`src/rtl/req_encoder_8to3.sv`:
```
`default_nettype none
// ============================================================================
// Module   : req_encoder_8to3
// Brief    : Sequential 8-to-3 encoder; emits the index of each set request bit
//            one per valid/ready handshake.
// Revision : 1.0
// ============================================================================
module req_encoder_8to3 #(
  parameter int HIGH_FIRST = 0
) (
  input  logic       clk,
  input  logic       rst_n,
  input  logic       in_valid,
  output logic       in_ready,
  input  logic [7:0] in_req,
  output logic       out_valid,
  input  logic       out_ready,
  output logic [2:0] out_addr,
  output logic       out_last,
  output logic       busy
);

  localparam logic [1:0] ST_IDLE  = 2'd0;
  localparam logic [1:0] ST_SERVE = 2'd1;

  logic [1:0] state_q, state_d;
  logic [7:0] pending_q, pending_d;
  logic [2:0] sel_w;
  logic       single_w;
  logic       serve_w;

  // The loop direction makes the preferred end of the vector win the last write.
  always_comb begin
    sel_w = '0;
    if (HIGH_FIRST != 0) begin
      for (int i = 0; i < 8; i++) begin
        if (pending_q[i]) sel_w = 3'(i);
      end
    end else begin
      for (int i = 7; i >= 0; i--) begin
        if (pending_q[i]) sel_w = 3'(i);
      end
    end
  end

  assign single_w  = (pending_q != 8'd0) && ((pending_q & (pending_q - 8'd1)) == 8'd0);
  assign serve_w   = (state_q == ST_SERVE);
  assign in_ready  = (state_q == ST_IDLE);
  assign out_valid = serve_w;
  assign busy      = serve_w;
  assign out_addr  = serve_w ? sel_w : 3'd0;
  assign out_last  = serve_w & single_w;

  always_comb begin
    state_d   = state_q;
    pending_d = pending_q;
    case (state_q)
      ST_IDLE: begin
        if (in_valid && (in_req != 8'd0)) begin
          pending_d = in_req;
          state_d   = ST_SERVE;
        end
      end
      ST_SERVE: begin
        if (pending_q == 8'd0) begin
          state_d = ST_IDLE;
        end else if (out_ready) begin
          if (single_w) begin
            pending_d = 8'd0;
            state_d   = ST_IDLE;
          end else begin
            pending_d = pending_q & ~(8'd1 << sel_w);
          end
        end
      end
      default: begin
        state_d   = ST_IDLE;
        pending_d = 8'd0;
      end
    endcase
  end

  always_ff @(posedge clk or negedge rst_n) begin
    if (!rst_n) begin
      state_q   <= ST_IDLE;
      pending_q <= 8'd0;
    end else begin
      state_q   <= state_d;
      pending_q <= pending_d;
    end
  end

endmodule
`default_nettype wire

```
`config.mk`:
```
export PLATFORM = sky130hd
export DESIGN_NAME = req_encoder_8to3
export DESIGN_NICKNAME = d
export VERILOG_FILES = /design/src/rtl/req_encoder_8to3.sv
export SDC_FILE = /design/constraint.sdc
export NUM_CORES = 1
export LEC_CHECK = 0
export BUFFER_PORTS_ARGS = -buffer_cell sky130_fd_sc_hd__buf_2
export CAP_MARGIN = 20
export CORE_UTILIZATION = 49
export DETAILED_ROUTE_END_ITERATION = 6
export PLACE_DENSITY = 0.86
export SYNTH_ARGS = -nofsm -noshare
export SYNTH_HDL_FRONTEND = slang
export SYNTH_SLANG_ARGS = --single-unit
```
`constraint.sdc`:
```
create_clock -name clk -period 1.6 [get_ports clk]
set_input_delay 0.24 -clock clk [delete_from_list [all_inputs] [get_ports clk]]
set_output_delay 0.24 -clock clk [all_outputs]
set_load 0.02 [all_outputs]
```
==> flow_summary.yaml, run 1 <==
clocking:
  htreeDepth: 1
  clock_sinks: 9
  cts_buffers: 3
  cts_max_path_buffers: 2
  cts-root-buf: "clkbuf_4"
placement:
  port_buffers: 18
  hpwl_um: 1560
  place_congestion: 0.822
floorplanning:
  pin_count: 19
  rows: 12
  initial_core_util_pct: 56.5
  die_width_um: 39.0
  die_h_um: 39.0
sta:
  worst_endpoint_kind: "top-level output"
  worst_endpoint: "out_last"
run_status:
  flow.stopped_at: "global routing"
  status: "did not finish"
  first-error: "[ERROR DPL-0038] Utilization greater than 100%, impossible to legalize"
synthesis:
  syn-num-nets: 93
  async_flop_share_pct: 100
  ys_ff_latch: 9
  ys_warn_count: 0
  synthFlopType: "dfrtp_1"
  ys_seq_area_share_pct: 33.6
  syn-cell-area_um2: 671
  netlist_instances: 81
  synth_edf_count: 0
  syn_area_per_cell_um2: 8.28
  synth_cell_types: 28
global_route:
  grt_max_degree: 13
==> cells by family after synthesis <==
| kind of cell | Yosys count | share of synthesized area, % |
|---|---|---|
| buffers and inverters | 11 | 7.28 |
| DFF | 9 | 33.6 |
| adders and majority gates | 1 | 1.49 |
| and+or+nand+nor | 29 | 24.4 |
| AOI/OAI and AO/OA | 31 | 33.2 |
==> repair_timing <==
action                                 4_1_cts
setup endpoints to repair                   11
buffers inserted                            12
gates resized for setup                     36
hold buffers                                 1
endpoints found under the hold margin        9
pin swaps                                   16
==> synth_stat cells (2+ instances only) <==
master    instances  area share (%)
a21o_1            4             4.5
inv_1             6             3.4
nor3_1            7             5.2
a22oi_1           4             4.5
a21oi_1           4             3.0
a31oi_1           2             1.9
nor2_1            4             2.2
o21a_1            2             2.2
o21ai_1           3             2.2
nand2_1           7             3.9
a21boi_2          2             3.4
a22o_1            2             2.6
dfrtp_1           9              34
o21ai_0           6             4.5
buf_2             3             2.2
or3_1             2             1.9
nor4_1            3             2.8
==> stage by stage <==
stage	area, µm²	std cells	utilization (%)	setup slack (ns)
floorplan	704	81	-	-0.0507
global placement	905	124	76.3	-0.0842
detailed placement	905	124	76.3	-0.179
CTS	1150	139	97.2	-0.327
==> inputs of run 2 (changes only) <==
--- a/config.mk
+++ b/config.mk
@@ -7,9 +7,10 @@
 export LEC_CHECK = 0
 export BUFFER_PORTS_ARGS = -buffer_cell sky130_fd_sc_hd__buf_2
 export CAP_MARGIN = 20
-export CORE_UTILIZATION = 49
+export CORE_AREA = 2 2 63 65
 export DETAILED_ROUTE_END_ITERATION = 6
-export PLACE_DENSITY = 0.86
+export DIE_AREA = 0 0 65 67
+export PLACE_DENSITY_LB_ADDON = 0.15
 export SYNTH_ARGS = -nofsm -noshare
 export SYNTH_HDL_FRONTEND = slang
 export SYNTH_SLANG_ARGS = --single-unit
==> run 2 against run 1 <==
  * Area after synthesis unchanged
  * The flow now finishes, with violations (negative setup slack)
  * Synthesized cell count stayed put
==> flow_summary.yaml, run 2 <==
synthesis:
  ys_ff_latch: 9
  syn_area_per_cell_um2: 8.28
  synth-xor-area-share_pct: 0
  ys_top_cells_by_count: "dfrtp_1 (9), nand2_1 (7), nor3_1 (7)"
  async_flop_share_pct: 100
  ys_warn_count: 0
  netlist_instances: 81
  ys_seq_area_share_pct: 33.6
  synth_top_family_by_area: "compound AO/OA/AOI/OAI gates"
  synth_compound_area_share_pct: 33.2
  synthFlopType: "dfrtp_1"
  netlist_top_cells_area: "dfrtp_1 (34%), nor3_1 (5.2%), o21ai_0 (4.5%)"
  synthSimpleGateAreaFrac_pct: 24.4
  synth_fa_ha_area_share_pct: 1.49
  synth_cell_types: 28
  yosysTopAreaCellShare_pct: 33.6
  synth_top_cell_by_area: "dfrtp_1"
  syn-cell-area_um2: 671
  synthMuxAreaShare_pct: 0
  synth_most_common_cell: "dfrtp_1"
  synth_edf_count: 0
  syn-num-nets: 93
critical_path:
  critPathSlowestCell: "dfrtp_2"
  worstSetupPathType: "flip-flop to primary output"
  worst_ep_required_time_ns: 1.36
  cp_max_fo: 6
  crit_path_cell_trace: "nor4_4, nand4_1, a21boi_4, nor3_4, buf_6"
  endpoint_kind: "primary output"
  start_kind: "flip-flop"
  worst_path_largest_cell_delay_ns: 0.44
  critPathArrivalTime_ns: 1.64
sta:
  slew_headroom_pct: 77.7
  fmax_mhz: 531
  period_minus_slack_ns: 1.88
  fin_worst_skew_ns: 0.00860
  max_slew.worst_pin.slew_ns: 0.331
  setup_violations: 11
  hold_violations: 0
  holdWs_ns: 0.210
  min_period_over_period_pct: 118
  final.setup.worst_slack_ns: -0.282
  rsz0062_at_grt: "true"
  slew_violations: 0
clocking:
  clock_sinks: 9
  htreeDepth: 1
  cts_max_path_buffers: 2
  clk_latency_ns: 0.24
  cts_tree: "done"
  cts-root-buf: "clkbuf_8"
  clk_pin_slew_ns: 0.05
  cts_buffers: 3
floorplanning:
  core_area_um2: 3610
  pin_count: 19
  rows: 22
  die_width_um: 65
  die_area_um2: 4360
  initial_core_util_pct: 18.6
  die_h_um: 67
power_and_ir_drop:
  clkPwrFrac_pct: 9.4
  vdd_drop_max_mv: 0.462
  internal-power_mw: 1.60
  cellPowerDensity_nw_per_um2: 2400
  swShare_pct: 45.2
  seqPwrFrac_pct: 18.2
  comb_power_share_pct: 72.4
  p_sw_mw: 1.32
  power_leakage_nw: 0.533
route:
  drt-total-wl_um: 2410
  drt_iter0_markers: 11
  dr_total_vias: 789
  vias_per_cell: 4.56
  drtAntennaViolNets: 0
  met2_length_um: 1270
  dr.pass1.iters: 4
  met3_length_um: 120
  top_layer_used: "met4"
  drc: 0
  wl_met1_um: 1010
  routedWlPerCell_um: 13.9
global_route:
  grt_pass1_wl_um: 3880
  grt_usage_pct: 11.8
  first_global_vias: 803
  grt_max_degree: 13
  overflow: 0
  antenna_found_initial: 0
placement:
  place_congestion: 0.744
  place_ws_ns: -0.165
  post-place-cells: 158
  port_buffers: 18
  hpwl_um: 1720
run:
  drv_cap: 0
final_layout:
  diodes: 0
  reg.largest.list: "pending_q: 8 flops, state_q: 1 flops"
  mostFrequentLayoutCells: "buf_4 (21), buf_2 (14), buf_6 (9)"
  final_util_pct: 33.8
  final_common_cell: "buf_4"
  final_nets: 138
  largest_reg_flops: 8
  area_delta_synth_final_pct: 81.5
  final_layout_size_suffix_gt1_share_pct: 60.8
  finalNonFillerCells: 173
  top_register: "pending_q"
min_path:
  hold_class: "input port to flip-flop"
run_status:
  violations: "negative setup slack"
  status: "finished, violations left"
==> run 2: cells by family after synthesis <==
group / count (synthesis)
AND/OR/NAND/NOR: 29
adder cells (fa/ha/maj): 1
buffers and inverters: 11
AO/OA/AOI/OAI: 31
flip-flops: 9
==> run 2: power groups by stage <==
stage,logic (mW),clock network (mW),registers (mW)
4_1_cts,1.82,0.283,0.494
6_report,2.11,0.273,0.532
3_5_place_dp,1.53,0,0.485
2_1_floorplan,0.997,0,0.445
5_1_grt,2.28,0.296,0.552
3_3_place_gp,1.54,0,0.487
==> run 2: worst max-delay path, delay by kind of cell (launching register included) <==
family | cells | cell delay (ns)
flops | 1 | 0.44
simple gates | 3 | 0.65
buf+inv | 1 | 0.13
compound gates | 1 | 0.18
==> run 2: layout make-up <==
type | instances | area, µm²
repair buffers | 45 | 339
clock buffers | 4 | 45.0
fillers | 372 | 2390
multi-input cells | 61 | 515
flip-flops and latches | 9 | 231
inverters | 6 | 26.3
well taps | 48 | 60.1
==> run 2: final timing paths <==
| kind | from | to | slack (ns) | cells past startpoint |
|---|---|---|---|---|
| setup / recovery | pending_q[1] | out_last | -0.28 | 5 |
| hold / removal | in_req[5] | pending_q[5] | 0.21 | 3 |
| setup reg to reg | pending_q[1] | pending_q[1] | -0.18 | 7 |
| hold reg to reg | pending_q[5] | pending_q[5] | 0.61 | 2 |
| max in group asynchronous | rst_n | pending_q[1] | 1.00 | 2 |
| min in group asynchronous | rst_n | pending_q[6] | 0.38 | 2 |
==> run 2: metrics by stage <==
step                      instance area [µm²]  setup TNS (ns)  power (mW)
after floorplan                           704         -0.0507        1.44
after global placement                    947          -0.599        2.03
after global routing                     1220           -2.37        3.13
after detailed placement                  947          -0.955        2.01
after CTS                                1100           -1.44        2.60
final                                    1220           -1.41        2.92
==> run 2: repair_timing <==
item	in CTS	in global routing
hold buffers	1	0
gates resized for setup	18	21
hold endpoints to repair	9	0
setup buffers	5	7
setup endpoints to repair	10	13
pin swaps	9	11
==> run 2: routing by layer <==
layer,up-vias,global-route usage (%)
li1,386,-
met1,378,14.8
met2,22,19.7
met3,3,3.55
met4,0,3.19
met5,-,0
No activity file was read; power rests on OpenSTA's default activity.
==> inputs of run 3 (changes only) <==
--- a/config.mk
+++ b/config.mk
@@ -5,6 +5,7 @@
 export SDC_FILE = /design/constraint.sdc
 export NUM_CORES = 1
 export LEC_CHECK = 0
+export ABC_AREA = 1
 export BUFFER_PORTS_ARGS = -buffer_cell sky130_fd_sc_hd__buf_2
 export CAP_MARGIN = 20
 export CORE_AREA = 2 2 63 65
==> run 3 against run 2 <==
  * The run still ends with negative setup slack left
  * Register-to-register slack gained 0.27 ns
  * Count of clock-buffer cells in the layout is the same
  * Synthesized cell count grew 20%
  * Fmax grew 5.1%
  * Sequential cell count is the same
  * Non-clock buffer count shrank 8
  * Largest cell class unchanged
==> flow_summary.yaml, run 3 <==
run_status:
  status: "finished, violations left"
  violations: "negative setup slack"
critical_path:
  start_kind: "flip-flop"
  worst_path_largest_cell_delay_ns: 0.42
  path_delay_family: "simple AND/OR/NAND/NOR gates"
  worst_ep_required_time_ns: 1.36
  r2r-end: "pending_q[3]"
  r2r.worst_path.cells: 9
  r2r_start: "pending_q[3]"
  critPathSlowestCell: "dfrtp_1"
  endpoint_kind: "primary output"
  worstSetupPathType: "flip-flop to primary output"
  r2r_slack_ns: 0.09
  crit_path_cell_trace: "nor2_4, nand2_4, o21ai_4, nand2_2, nor2_4, nand2_2, nor2_2, buf_6"
  critPathArrivalTime_ns: 1.55
  cp_max_fo: 5
  cp.buffers_inverters: 1
global_route:
  grtUsageMet1_pct: 14.4
  overflow: 0
  grt_util_met2_pct: 16.0
  grt_max_degree: 15
  grt_pass1_wl_um: 3500
  gr-usage-met3_pct: 2.36
  grt-busiest-layer: "met2"
  first_global_vias: 748
  antenna_found_initial: 0
  grt_usage_pct: 10.5
final_layout:
  final_nets: 147
  top_register: "pending_q"
  largest_reg_flops: 8
  final_common_cell: "nand2_1"
  final_util_pct: 31.4
  diodes: 0
  fillers: 406
  mostFrequentLayoutCells: "nand2_1 (23), buf_4 (17), buf_2 (14)"
  reg.largest.list: "pending_q: 8 flops, state_q: 1 flops"
  final_layout_size_suffix_gt1_share_pct: 56.7
  area_delta_synth_final_pct: 63.9
run:
  drv_cap: 0
power_and_ir_drop:
  cellPowerDensity_nw_per_um2: 2390
  power_mw: 2.71
  power_leakage_nw: 0.543
  vdd_drop_max_mv: 0.533
clocking:
  cts_max_path_buffers: 2
  cts_tree: "done"
  cts_buffers: 3
  htreeDepth: 1
  clk_pin_slew_ns: 0.04
  clk_latency_ns: 0.24
  cts-root-buf: "clkbuf_8"
  clock_sinks: 9
sta:
  hold_violations: 0
  period_minus_slack_ns: 1.79
  slew_violations: 0
  final.setup.worst_slack_ns: -0.191
  rsz0062_at_grt: "true"
  fin_worst_skew_ns: 0.00545
  slew_headroom_pct: 82.6
  tns_ns: -0.191
  holdWs_ns: 0.266
  min_period_over_period_pct: 112
  fmax_mhz: 558
  max_slew.worst_pin.slew_ns: 0.258
  setup_violations: 1
synthesis:
  netlist_top_cells_area: "dfrtp_1 (33%), nand2_1 (15%), o21ai_0 (5.8%)"
  syn_area_per_cell_um2: 7.12
  ys_warn_count: 0
  ys_seq_area_share_pct: 32.6
  netlist_instances: 97
  synth_most_common_cell: "nand2_1"
  synth_cell_types: 23
  syn-num-nets: 109
  ys_ff_latch: 9
  ys_top_cells_by_count: "nand2_1 (27), dfrtp_1 (9), nor2_1 (9)"
  async_flop_share_pct: 100
  syn-cell-area_um2: 691
  synth_top_cell_by_area: "dfrtp_1"
  yosysTopAreaCellShare_pct: 32.6
  synth_edf_count: 0
  synthFlopType: "dfrtp_1"
floorplanning:
  rows: 22
  die_h_um: 67
  pin_count: 19
  core_area_um2: 3610
  die_width_um: 65
  initial_core_util_pct: 19.2
  die_area_um2: 4360
route:
  drt_iter0_markers: 19
  vias_per_cell: 4.26
  routedWlPerCell_um: 11.0
  drtAntennaViolNets: 0
  dr.pass1.iters: 4
  drc: 0
  dr_total_vias: 775
  drt-total-wl_um: 2000
placement:
  hpwl_um: 1590
  place_congestion: 0.746
  port_buffers: 18
min_path:
  hold_class: "input port to flip-flop"
  holdPathStages: 3
  min_from: "in_req[0]"
  whs_endpoint: "pending_q[0]"
## run 3: changes by cell type after synthesis, moves of 4 or more
cell | before | now
nand2_1 | 7 | 27
nand3_1 | 0 | 6
nor2_1 | 4 | 9
nor3_1 | 7 | 2
a21o_1 | 4 | 0
a22oi_1 | 4 | 0
nand2_2 | 0 | 4
## run 3: layer usage
metal	up-vias	part of all wire, %	routed length (µm)
li1	388	-	-
met1	370	48	955
met2	13	46	922
met3	4	4.6	91
met4	0	1.3	25
met5	-	0	0
## run 3: stage by stage
| step | cell area [µm²] | worst slack, ns | std cells |
|---|---|---|---|
| floorplan | 717 | 0.00686 | 97 |
| global placement | 921 | -0.0734 | 170 |
| detailed placement | 921 | -0.0409 | 170 |
| CTS | 1020 | -0.138 | 177 |
| global route | 1130 | -0.314 | 182 |
| finish | 1130 | -0.191 | 182 |
## run 3: cell families (layout without fill, tap and decap cells)
family	after synthesis	after routing	share of synthesized area [%]
DFF	9	9	32.6
buffers and inverters	12	49	8.33
AOI/OAI and AO/OA	19	19	16.3
and+or+nand+nor	57	57	42.8
## run 3: timing repair
item | CTS | global route
gates resized for setup | 9 | 22
cloned | 0 | 0
setup endpoints to repair | 2 | 8
pin swaps | 3 | 10
buffers inserted | 2 | 5
endpoints found under the hold margin | 9 | 0
hold buffers | 1 | 0
## run 3: area by class of cell
type                       count  area [µm²]  share of cell area, %
inverter                       8        32.5                   2.87
sequential                     9         225                   19.9
clock buffer                   4        45.0                   3.98
multi-input combinational     76         505                   44.6
timing repair buffer          37         264                   23.3
tap                           48        60.1                   5.30
## run 3: report_power, final
part	total [mW]	internal [mW]	leakage [nW]	switching (mW)
Combinational	2.00	0.883	0.405	1.11
Sequential	0.442	0.330	0.115	0.112
Clock	0.267	0.174	0.0228	0.0934
## run 3: worst reg2reg max path, cell delays in order, from the launching register on
cell	delay (ns)
dfrtp_1	0.42
nor2_4	0.15
nand2_4	0.09
buf_4	0.15
nor3_4	0.19
nor2_4	0.06
nand2_4	0.07
nand2_4	0.11
nand2_1	0.10
o21ai_2	0.05
## run 3: worst max-delay path by stage
stage	startpoint	to	cells after the start
floorplan	state_q[0]	out_addr[2]	4
global placement	pending_q[3]	out_last	8
detailed placement	pending_q[3]	out_last	8
CTS	pending_q[2]	out_last	8
global route	pending_q[3]	out_last	8
finish	pending_q[3]	out_last	8
==> inputs of run 4 (changes only) <==
--- a/config.mk
+++ b/config.mk
@@ -8,9 +8,9 @@
 export ABC_AREA = 1
 export BUFFER_PORTS_ARGS = -buffer_cell sky130_fd_sc_hd__buf_2
 export CAP_MARGIN = 20
-export CORE_AREA = 2 2 63 65
+export CORE_AREA = 8 8 69 71
 export DETAILED_ROUTE_END_ITERATION = 6
-export DIE_AREA = 0 0 65 67
+export DIE_AREA = 0 0 77 79
 export PLACE_DENSITY_LB_ADDON = 0.15
 export SYNTH_ARGS = -nofsm -noshare
 export SYNTH_HDL_FRONTEND = slang
==> constraint.sdc (replaced) <==
create_clock -name clk -period 2.21 [get_ports clk]
set_input_delay 0.3315 -clock clk [delete_from_list [all_inputs] [get_ports clk]]
set_output_delay 0.3315 -clock clk [all_outputs]
set_load 0.02 [all_outputs]
==> run 4 against run 3 <==
  * The flow now finishes without violations
  * Register-to-register slack improved by 0.58 ns
  * Combinational power decreased by 56%
  * Worst hold slack better by 0.091 ns
  * Wire length is 0.40% higher
  * Global-route usage is 3.4 points lower
  * First-iteration DRC count is 74% higher
  * Utilization shrank 8.4 points
  * Final area shrank 23%
  * Die area is 40% higher
  * Count of clock-buffer cells in the layout shrank 1
  * Cell count down 8.8%
  * Critical path type unchanged
  * Largest power group unchanged
==> flow_summary.yaml, run 4 (synthesized netlist as in run 3, its figures left out) <==
floorplanning:
  initial_core_util_pct: 18.2
  pin_count: 19
  rows: 23
  die_width_um: 77
  die_h_um: 79
  die_area_um2: 6080
  core_area_um2: 3800
placement:
  place_congestion: 0.729
  hpwl_um: 1610
  port_buffers: 18
sta:
  min_period_over_period_pct: 87.4
  fin_worst_skew_ns: 0.00384
  holdWs_ns: 0.357
  period_minus_slack_ns: 1.93
  fmax_mhz: 518
  hold_violations: 0
  tns_ns: 0
  slew_headroom_pct: 76.1
  max_slew.worst_pin.slew_ns: 0.358
  slew_violations: 0
  rsz0062_at_grt: "false"
  setup_violations: 0
clocking:
  htreeDepth: 1
  ctsResizeCount: 0
  cts-root-buf: "clkbuf_8"
  cts_max_path_buffers: 2
  cts_buffers: 3
  clock_sinks: 9
  cts_hold_buf: 1
  clk_pin_slew_ns: 0.05
  cts_post_setup_buffers_inserted: 0
  cts_tree: "done"
  clk_latency_ns: 0.24
power_and_ir_drop:
  comb_power_share_pct: 62.4
  cellPowerDensity_nw_per_um2: 1610
  swShare_pct: 53.8
  power_mw: 1.41
  p_sw_mw: 0.757
  clkPwrFrac_pct: 14.4
  internal-power_mw: 0.651
  vdd_drop_max_mv: 0.263
  seqPwrFrac_pct: 23.3
  power_leakage_nw: 0.432
final_layout:
  fillers: 447
  final_util_pct: 23.0
  final_nets: 129
  largest_reg_flops: 8
  multiInputGateArea_um2: 408
  top_register: "pending_q"
  seqCellArea_um2: 225
  reg.largest.list: "pending_q: 8 flops, state_q: 1 flops"
  mostFrequentLayoutCells: "nand2_1 (27), buf_2 (18), nor2_1 (9), dfrtp_1 (9), o21ai_0 (8)"
  area_delta_synth_final_pct: 26.3
  final_layout_size_suffix_gt1_share_pct: 35.3
  diodes: 0
  final_common_cell: "nand2_1"
global_route:
  overflow: 0
  grt_max_degree: 22
  antenna_found_initial: 0
  first_global_vias: 707
  grt_usage_pct: 7.08
  grt_pass1_wl_um: 3410
route:
  vias_per_cell: 4.14
  dr_total_vias: 687
  drt-total-wl_um: 2000
  dr.pass1.iters: 4
  drc: 0
  drtAntennaViolNets: 0
  routedWlPerCell_um: 12.1
  drt_iter0_markers: 33
critical_path:
  r2r_slack_ns: 0.67
  r2r.worst_path.cells: 8
  r2r-end: "pending_q[3]"
  endpoint_kind: "primary output"
  cp_max_fo: 5
  start_kind: "flip-flop"
  critPathArrivalTime_ns: 1.60
  worst_ep_required_time_ns: 1.88
  worstSetupPathType: "flip-flop to primary output"
  worstSetupStartpoint: "pending_q[3]"
  r2r_start: "pending_q[3]"
min_path:
  whs_endpoint: "pending_q[0]"
  min_from: "in_req[0]"
  hold_class: "input port to flip-flop"
  holdPathStages: 3
run_status:
  status: "finished, final reports clean"
run:
  drv_cap: 0
## run 4: worst max path at each step
stage	end	slack (ns)	cells past startpoint
after CTS	out_last	0.25	8
after global routing	out_last	0.08	8
after global placement	out_last	0.49	8
after floorplan	out_addr[1]	0.28	4
after detailed placement	out_last	0.51	8
final	out_last	0.28	8
## run 4: power by group through the flow
stage	Sequential, mW	Combinational, mW	Clock (mW)
final	0.328	0.878	0.202
after global routing	0.335	1.01	0.212
after CTS	0.328	0.901	0.207
after detailed placement	0.331	0.896	0
after global placement	0.332	0.907	0
after floorplan	0.324	0.712	0
## run 4: per-layer routing
layer | track usage [%] | wire length (µm) | up-vias
met5 | 0 | 0 | -
li1 | - | - | 351
met1 | 8.42 | 913 | 307
met2 | 10.9 | 914 | 24
met4 | 4.53 | 60 | 0
met3 | 2.26 | 115 | 5
## run 4: final cells by class
type / count / share of cell area [%]
repair buffers: 19 / 11.5
well taps: 50 / 7.17
multi-input cells: 76 / 46.8
inverters: 8 / 3.44
clock buffers: 3 / 4.73
clock inverters: 1 / 0.574
flip-flops and latches: 9 / 25.8
## run 4: through the flow
step | cell area (µm²) | setup slack (ns) | cells
finish | 872 | 0.279 | 166
global route | 872 | 0.0793 | 166
CTS | 872 | 0.249 | 166
detailed placement | 816 | 0.512 | 161
global placement | 816 | 0.487 | 161
floorplan | 691 | 0.283 | 97
## run 4: worst max-delay path, stage by stage (launching register included)
cell and delay [ns]:
dfrtp_1 0.42, nor2_2 0.19, nand2_4 0.09, o21ai_1 0.15
nand2_1 0.06, nor2_1 0.13, nand2_1 0.07, nor2_1 0.07
buf_2 0.17
